==> src/rtl/debug_uart_ctrl.sv <==
// debug_uart_ctrl: decodes host command bytes into pipeline run/halt/step control and
// serialises a header plus NUM_WORDS debug words, MSB first, to the UART transmitter.
module debug_uart_ctrl #(
  parameter int         NUM_WORDS = 44,
  parameter int         IDX_W     = 6,
  parameter logic [7:0] SYNC_BYTE = 8'hA5,
  parameter logic [7:0] CMD_STEP  = 8'h73,
  parameter logic [7:0] CMD_RUN   = 8'h63,
  parameter logic [7:0] CMD_HALT  = 8'h68,
  parameter logic [7:0] CMD_DUMP  = 8'h64
) (
  input  logic             clk,
  input  logic             rst_n,
  input  logic [7:0]       rx_data,
  input  logic             rx_done_tick,
  output logic [7:0]       tx_data,
  output logic             tx_start,
  input  logic             tx_done_tick,
  output logic [IDX_W-1:0] dbg_word_sel,
  input  logic [31:0]      dbg_word,
  output logic             pipe_clk_en,
  output logic             busy,
  output logic             cmd_err
);

  typedef enum logic [2:0] {HALT, RUN, STEP, D_HDR, D_SEL, D_LOAD, D_BYTE, D_WAIT} state_t;

  state_t           state_q;
  logic [IDX_W-1:0] idx_q;
  logic [1:0]       byte_cnt_q;
  logic [31:0]      shreg_q;
  logic             hdr_q;

  always_ff @(posedge clk or negedge rst_n) begin
    if (!rst_n) begin
      state_q      <= HALT;
      idx_q        <= '0;
      byte_cnt_q   <= '0;
      shreg_q      <= '0;
      hdr_q        <= 1'b0;
      tx_data      <= '0;
      tx_start     <= 1'b0;
      dbg_word_sel <= '0;
      pipe_clk_en  <= 1'b0;
      busy         <= 1'b0;
      cmd_err      <= 1'b0;
    end else begin
      tx_start <= 1'b0;
      cmd_err  <= 1'b0;
      case (state_q)
        HALT, RUN, STEP: begin
          if (rx_done_tick && rx_data == CMD_STEP) begin
            // a step while running is a no-op: the pipeline keeps running
            state_q     <= (state_q == RUN) ? RUN : STEP;
            pipe_clk_en <= 1'b1;
          end else if (rx_done_tick && rx_data == CMD_RUN) begin
            state_q     <= RUN;
            pipe_clk_en <= 1'b1;
          end else if (rx_done_tick && rx_data == CMD_HALT) begin
            state_q     <= HALT;
            pipe_clk_en <= 1'b0;
          end else if (rx_done_tick && rx_data == CMD_DUMP) begin
            state_q     <= D_HDR;
            pipe_clk_en <= 1'b0;
            busy        <= 1'b1;
          end else begin
            state_q     <= (state_q == RUN) ? RUN : HALT;
            pipe_clk_en <= (state_q == RUN);
            cmd_err     <= rx_done_tick;
          end
        end
        D_HDR: begin
          cmd_err  <= rx_done_tick;
          tx_data  <= SYNC_BYTE;
          tx_start <= 1'b1;
          hdr_q    <= 1'b1;
          state_q  <= D_WAIT;
        end
        D_SEL: begin
          cmd_err      <= rx_done_tick;
          dbg_word_sel <= idx_q;
          state_q      <= D_LOAD;
        end
        D_LOAD: begin
          cmd_err    <= rx_done_tick;
          shreg_q    <= dbg_word;
          byte_cnt_q <= '0;
          state_q    <= D_BYTE;
        end
        D_BYTE: begin
          cmd_err  <= rx_done_tick;
          tx_data  <= shreg_q[31:24];
          tx_start <= 1'b1;
          state_q  <= D_WAIT;
        end
        D_WAIT: begin
          cmd_err <= rx_done_tick;
          if (tx_done_tick) begin
            if (hdr_q) begin
              hdr_q   <= 1'b0;
              idx_q   <= '0;
              state_q <= D_SEL;
            end else if (byte_cnt_q != 2'd3) begin
              shreg_q    <= {shreg_q[23:0], 8'h00};
              byte_cnt_q <= byte_cnt_q + 2'd1;
              state_q    <= D_BYTE;
            end else if (idx_q != IDX_W'(NUM_WORDS - 1)) begin
              idx_q   <= idx_q + IDX_W'(1);
              state_q <= D_SEL;
            end else begin
              idx_q        <= '0;
              dbg_word_sel <= '0;
              busy         <= 1'b0;
              state_q      <= HALT;
            end
          end
        end
      endcase
    end
  end

endmodule

==> config.mk <==
export PLATFORM = sky130hd
export DESIGN_NAME = debug_uart_ctrl
export DESIGN_NICKNAME = d
export VERILOG_FILES = /design/src/rtl/debug_uart_ctrl.sv
export SDC_FILE = /design/constraint.sdc
export NUM_CORES = 1
export LEC_CHECK = 0
export ABC_AREA = 1
export CAP_MARGIN = 20
export CORE_UTILIZATION = 51
export DETAILED_ROUTE_END_ITERATION = 7
export PLACE_DENSITY = 0.84
export SYNTH_ARGS = -nofsm -noshare
export SYNTH_HDL_FRONTEND = slang
export SYNTH_SLANG_ARGS = --single-unit
==> constraint.sdc <==
create_clock -name clk -period 1.7 [get_ports clk]
set_input_delay 0.34 -clock clk [delete_from_list [all_inputs] [get_ports clk]]
set_output_delay 0.34 -clock clk [all_outputs]
set_load 0.01 [all_outputs]
# Word level (Yosys, flattened, before mapping)
# Cells that the tools add are included.
[op_classes]
mux = 49
n_eq_ne = 23
n_addsub = 2
reduce_logical = 18
[op_table]
columns = ["cell", "count"]
rows = [
  ["$mux W32", 3],
  ["$pmux W32 S2", 1],
  ["$mux W6", 7],
  ["$eq A8 B7 Y1 const B", 4],
  ["$ne A2 B2 Y1 const B", 11],
  ["$mux W1", 19],
  ["$mux W2", 8],
  ["$pmux W8 S2", 1],
  ["$pmux W3 S5", 1],
  ["$eq A3 B3 Y1 const B", 4],
  ["$mux W3", 4],
  ["$pmux W6 S2", 1],
  ["$reduce_bool A2 Y1", 5],
  ["$reduce_and A9 Y1", 1],
  ["$add A6 B1 Y6 const B", 1],
  ["$eq A3 B2 Y1 const B", 2],
  ["$ne A6 B6 Y1 const B", 1],
  ["$pmux W1 S2", 3],
  ["$reduce_and A5 Y1", 1],
  ["$reduce_or A5 Y1", 1],
  ["$logic_and A1 B1 Y1", 4],
  ["$pmux W2 S2", 1],
  ["$reduce_and A4 Y1", 1],
  ["$eq A3 B1 Y1 const B", 1],
  ["6 further kinds", 6],
]
[totals]
out_inout_bits = 18
elab_cells = 103
input_bits = 44
ff_bits = 62

# Longest topological paths before layout
# Gate-level depths: netlist of run 1.
[logic_depth]
word_depth = 7
mapped_depth = 9

# Worst setup path after synthesis of run 1
# Ideal clock, no wire load.
[synth_path]
path_type = "register to register"
startpoint = "reg byte_cnt_q[0]"
endpoint = "reg shreg_q[0]"
slack_ns = 0.227
n_path_buf = 1
t_required_ns = 1.574
path_stages_with_launch = 9
t_arrival_ns = 1.347
period_less_slack_ns = 1.473
path_cell_list = "dfrtp_1 ha_1 nor2_1 nand2_1 nand2_2 nand2_4 inv_2 buf_2 o21ai_0"
[synth_between]
elab_chain_len = 3
[synth_lines]
columns = ["element", "line", "source"]
rows = [
  ["start, declared", "30", "logic [1:0] byte_cnt_q;"],
  ["start signal, assigned", "105", "byte_cnt_q <= byte_cnt_q + 2'd1;"],
  ["$ne A2 B2 Y1", "103", "end else if (byte_cnt_q != 2'd3) begin"],
  ["$ne A2 B2 Y1 (no source line)", "n/a", ""],
  ["$reduce_and A4 Y1 (no source line)", "n/a", ""],
  ["end signal, assigned", "86", "shreg_q <= dbg_word;"],
  ["end signal, assigned", "104", "shreg_q <= {shreg_q[23:0], 8'h00};"],
  ["end, declared", "31", "logic [31:0] shreg_q;"],
]
# No other way between the ends.
# A chain may end at the register's enable or synchronous reset.

# Final worst setup path of run 1
[layout_path]
startpoint = "reg dbg_word_sel[3]"
endpoint = "out dbg_word_sel[3]"
[layout_lines]
columns = ["element", "line", "source"]
rows = [
  ["start, declared", "19", "output logic [IDX_W-1:0] dbg_word_sel,"],
  ["start signal, assigned", "81", "dbg_word_sel <= idx_q;"],
]
# No word-level cell between the ends.

==> flow_summary_export.csv, run 1 <==
group,metric,value,unit
cells_and_area,drive_above_1_share,8.24,%
placed_design,gp_congestion,0.787,
drt,drtIter0Drc,134,
sta,min_period,1.60,ns
floorplanning,core-area,5610,um^2
cells_and_area,final_cell_area,3970,um^2
clock_tree,clock-sinks,62,
floorplanning,die_x,79.0,um
placed_design,hpwl,4500,um
drt,routedWlPerCell,11.9,um
yosys,syn_nets,431,
global_route,grt_pass1_wl,10700,um
sta,worstMarginPinSlew,0.366,ns
pwr,p_per_area,1480,nW/um^2
drt,num_vias,2716,
setup_path,r2r_setup_slack,0.15,ns
drt,wl,6370,um
sta,tns,0,ns
setup_path,endpoint_kind,"primary output",
floorplanning,die_height,79.0,um
run,drv_cap,0,
placed_design,placed_area,3770,um^2
yosys,synth-compound-area-share,12.3,%
cells_and_area,multi_input_area,1190,um^2
yosys,synthCells,385,
sta,rsz0062_at_grt,"false",
cells_and_area,final_cell_mix,"nand2_1 (112), dfrtp_1 (61), clkdlybuf4s50_1 (60)",
setup_path,max_stage_delay,0.56,ns
setup_path,cp_top_family,"buffers and inverters",
global_route,first_global_vias,2489,
pwr,ir_drop,0.663,mV
setup_path,r2r_cells,7,
floorplanning,num_io_pins,62,
sta,slew-limit-headroom,75.5,%
placed_design,dp_cells,516,
setup_path,crit_type,"reg2out",
setup_path,startpoint_type,"flip-flop",
setup_path,crit_required,1.36,ns
global_route,grt_max_degree,63,
clock_tree,htree_num_levels,3,
hold_path,hold_depth,1,
drt,ant_nets,0,
yosys,avgSynthCellArea,7.85,um^2
yosys,ys_seq_area_share,51.3,%
yosys,ys_seq_elements,62,
drt,viasPerCell,5.10,
drt,drc_errors,0,
sta,maxSlewViolCount,0,
yosys,synth_top_family_by_area,"simple AND/OR/NAND/NOR gates",
global_route,antenna_found_initial,0,
cells_and_area,diodes,0,
cells_and_area,fin_cells,533,
clock_tree,cts_made_buffers,9,
clock_tree,cts_tree,"yes",
hold_path,min_path_type,"reg2reg",
drt,first_pass_iters,5,
cells_and_area,num-fill-cells,440,
pwr,p_leak,1.96,nW
hold_path,hold-path-endpoint,"byte_cnt_q[0]",
yosys,synthSimpleGateAreaFrac,25.2,%
clock_tree,clk_latency,0.34,ns
sta,finClkSkew,0.00750,ns
hold_path,hold_start,"byte_cnt_q[0]",
setup_path,reg2reg_from,"state_q[1]",
setup_path,r2r_end,"dbg_word_sel[3]",
yosys,synth-adder-area-share,0.827,%
floorplanning,row_count,27,
setup_path,arrival,1.26,ns
setup_path,crit_buf_inv,1,
sta,hold_slack,0.483,ns
sta,finalCritPeriodShare,94.1,%
placed_design,io_buffer_count,61,
yosys,yosysWarnings,0,
cells_and_area,final_core_utilization,70.8,%
sta,finalHoldViolCount,0,
clock_tree,cts_buffer_depth,2,
clock_tree,path_clk_slew,0.06,ns
setup_path,crit_chain,"clkdlybuf4s50_1",
status,status,"finished, final reports clean",
cells_and_area,nets,502,
setup_path,critPathMaxFanout,2,
floorplanning,design.die.area,6240,um^2
cells_and_area,regArea,1550,um^2
setup_path,slowest_stage,"clkdlybuf4s50_1",
global_route,grt_overflow_total,0,
yosys,syn_area,3020,um^2
clock_tree,cts_root_buffer,"clkbuf_8",
yosys,synth.area.mux_share,0,%
sta,setup_viol,0,
yosys,synth_xor_area_share,0.869,%
sta,fmax,625,MHz
floorplanning,start_util,53.9,%
global_route,grt_use_total,22.6,%
cells_and_area,final_common_cell,"nand2_1",
cells_and_area,area_delta_synth_final,31.3,%
yosys,synth_cell_types,24,
report_power, final:
group	internal, mW	total, mW	switching [mW]	leakage, nW
clock network	0.673	1.22	0.547	0.0904
registers	2.13	2.48	0.341	0.773
logic	0.967	2.18	1.21	1.10
timing repair:
action,in CTS,in global routing
endpoints found under the hold margin,2,0
setup endpoints to repair,0,6
buffers inserted,0,0
resized for setup,0,2
hold buffers,1,0
sequential cells by signal (all words and copies together), names as in the netlist, 2 cells and up:
signal / cells
byte_cnt_q: 2
dbg_word_sel: 6
idx_q: 6
shreg_q: 32
state_q: 3
tx_data: 8
layer usage:
metal / vias up / part of all wire, % / GRT usage (%)
met5: - / 0 / 0
met1: 1282 / 45 / 28.0
li1: 1369 / - / -
met4: 0 / 2.0 / 11.3
met3: 9 / 3.9 / 4.60
met2: 56 / 49 / 37.5
logic make-up (layout without fill, tap and decap cells):
family	Yosys count	count (layout)
simple gates	177	177
compound gates	71	71
buf+inv	70	146
flops	62	62
xor+xnor	3	3
fa+ha+maj	2	2
how the worst max path moves through the flow:
| stage | cells past startpoint | from | to |
|---|---|---|---|
| after floorplan | 8 | byte_cnt_q[0] | shreg_q[0] |
| after global placement | 7 | tx_done_tick | dbg_word_sel[3] |
| after detailed placement | 7 | tx_done_tick | dbg_word_sel[3] |
| after CTS | 1 | dbg_word_sel[3] | dbg_word_sel[3] |
| after global routing | 7 | state_q[1] | dbg_word_sel[3] |
| final | 1 | dbg_word_sel[3] | dbg_word_sel[3] |
through the flow:
stage          worst slack (ns)  power, mW
2_1_floorplan             0.227       3.77
3_3_place_gp             0.0246       4.53
3_5_place_dp            0.00901       4.66
4_1_cts                  0.0711       5.91
5_1_grt                 0.00954       6.33
6_report                  0.101       5.88
final cells by class:
class | instances | share of cell area, %
flip-flops and latches | 62 | 39.1
multi-input cells | 253 | 30.0
clock inverters | 4 | 1.20
well taps | 72 | 2.27
clock buffers | 12 | 3.40
inverters | 56 | 5.29
repair buffers | 74 | 18.7
cells in the mapped netlist (all sizes together):
cell type	n	area (um^2)
nor3	5	36.3
nand2	116	450
nor2	16	62.6
ha	2	25.0
o22a	4	35.0
xor2	3	26.3
clkbuf	7	26.3
nand3	37	195
dfrtp	62	1550
a21boi	1	7.51
o21ai	62	310
a21oi	4	20.0
buf	7	48.8
nand4	3	18.8
inv	56	210
Note: power is estimated with default switching activity, not from simulation.
==> inputs of run 2 (changes only) <==
--- a/config.mk
+++ b/config.mk
@@ -8,6 +8,7 @@
 export ABC_AREA = 1
 export CAP_MARGIN = 20
 export CORE_UTILIZATION = 51
+export CTS_CLUSTER_SIZE = 25
 export DETAILED_ROUTE_END_ITERATION = 7
 export PLACE_DENSITY = 0.84
 export SYNTH_ARGS = -nofsm -noshare
==> results of run 2 <==
Same layout as run 1: the final DEF is identical, and so are final timing and power.
==> RTL edit (settings of run 2) <==
`IDX_W`: 6 -> 8.
--- a/src/rtl/debug_uart_ctrl.sv
+++ b/src/rtl/debug_uart_ctrl.sv
@@ -3,5 +3,5 @@
 module debug_uart_ctrl #(
   parameter int         NUM_WORDS = 44,
-  parameter int         IDX_W     = 6,
+  parameter int         IDX_W     = 8,
   parameter logic [7:0] SYNC_BYTE = 8'hA5,
   parameter logic [7:0] CMD_STEP  = 8'h73,
Interface: changed (resized dbg_word_sel); port bits go from 62 to 64. The function was not compared with the original's and may differ.
==> RTL edit against run 2 <==
Design area rose by 9.8%; largest cell class unchanged; worst setup slack improved by 0.015 ns; non-clock buffer count rose by 3; highest routed layer unchanged; utilization fell by 2.5 points; wire length rose by 5.6%; sequential cell count rose by 4; total power rose by 9.2%; global-route usage fell by 1.4 points; area after synthesis rose by 12%.
==> RTL edit: results (changes against run 2) <==
status=completed; Layout Skew=0.00879 ns (+0.00129 ns); vias in the first global route=2711 (+8.9%); Vias=2844 (+4.7%); slew margin rel.=0.697 (-0.0585); dpl cells=560 (+8.5%); leakage=2.15 nW (+9.5%); final RePlAce weighted congestion=0.905 (+15%); Register-to-Register Path Depth=10 (+3); Area after DPL=4170 um^2 (+11%); Yosys cell types=27 (+13%); Worst path slowest cell=dfrtp_1; GRT Total Usage=0.212 (-0.0143); Mapped Nets=466 (+8.1%); Seq/Total Area, Yosys=0.488 (-0.0252); WS Path Type=flop to flop; post-detail-place hpwl=4920 um (+9.4%); top cell type's share of synthesized area=0.488 (-0.0252); min-delay src=dbg_word_sel[7]$_DFFE_PN0P_; first-pass GRT wire length=11800 um (+10%); Post-Place Setup Slack=0.0454 ns (+0.0364 ns); worst flop-to-flop path endpoint=shreg_q[17]$_DFFE_PN0P_; DRT iter0 DRCs=166 (+24%); GR met2 Demand/Resource=0.332 (-0.0427); Max FO, Critical Path=19 (+17); port buffer count=63 (+3.3%); fmax=631 MHz (+0.94%); Worst VDD drop=772 uV (+16%); Arr. time, crit path=1.82 ns (+0.56 ns); routed wire length=6720 um (+5.6%); synth top area cells=dfrtp_1 (49%), nand2_1 (14%), inv_1 (6.3%); hold path endpoint=dbg_word_sel[7]$_DFFE_PN0P_; CP peak stage delay=0.50 ns (-0.06 ns); DR vias/cell=4.94 (-3.1%)
-- RTL edit: changes by cell type in the layout (fill, tap and decap cells not counted), sizes merged, moves of 2 or more --
| cell | run 2 | this run |
|---|---|---|
| inv | 56 | 63 |
| xor2 | 3 | 0 |
| nor2 | 16 | 25 |
| o21ai | 62 | 60 |
| nand3 | 37 | 23 |
| dfrtp | 62 | 66 |
| nand4 | 3 | 5 |
| clkdlybuf4s50 | 60 | 62 |
| nand2 | 116 | 146 |
| a22oi | 0 | 2 |
-- RTL edit: kinds of logic after synthesis --
| group | Yosys count | share of synthesized area |
|---|---|---|
| adder cells (fa/ha/maj) | 2 | 0.00739 |
| buffers and inverters | 76 | 0.103 |
| flip-flops | 66 | 0.488 |
| AND/OR/NAND/NOR | 204 | 0.270 |
| AO/OA/AOI/OAI | 72 | 0.132 |
-- RTL edit: report_power, final --
part / switching, W / internal, W
combinational: 0.00148 / 0.00121
clock: 0.000551 / 0.000599
sequential: 0.000344 / 0.00222
total: 0.00238 / 0.00404
-- RTL edit: area by class of cell --
cell class	instances	area (um^2)
Tap cell	77	96.3
Fill cell	509	2030
Multi-Input combinational cell	278	1390
Sequential cell	66	1650
Clock inverter	2	12.5
Clock buffer	13	159
Timing Repair Buffer	77	808
Inverter	63	241
-- RTL edit: routing by layer --
layer	share of wire	up-vias	wire length, um
met1	0.46	1298	3120
met2	0.47	68	3180
li1	-	1469	-
met5	0	-	0
met3	0.047	9	318
met4	0.015	0	103
-- RTL edit: what timing repair did --
item	CTS	global route
gates resized for setup	0	2
endpoints found under the hold margin	17	0
endpoints found under the setup margin	0	12
hold buffers	1	0
-- RTL edit: worst min-delay path, stage by stage, from the launching register on --
cell and delay (ns):
dfrtp_1 0.34, nand2_1 0.05, nand2_1 0.04
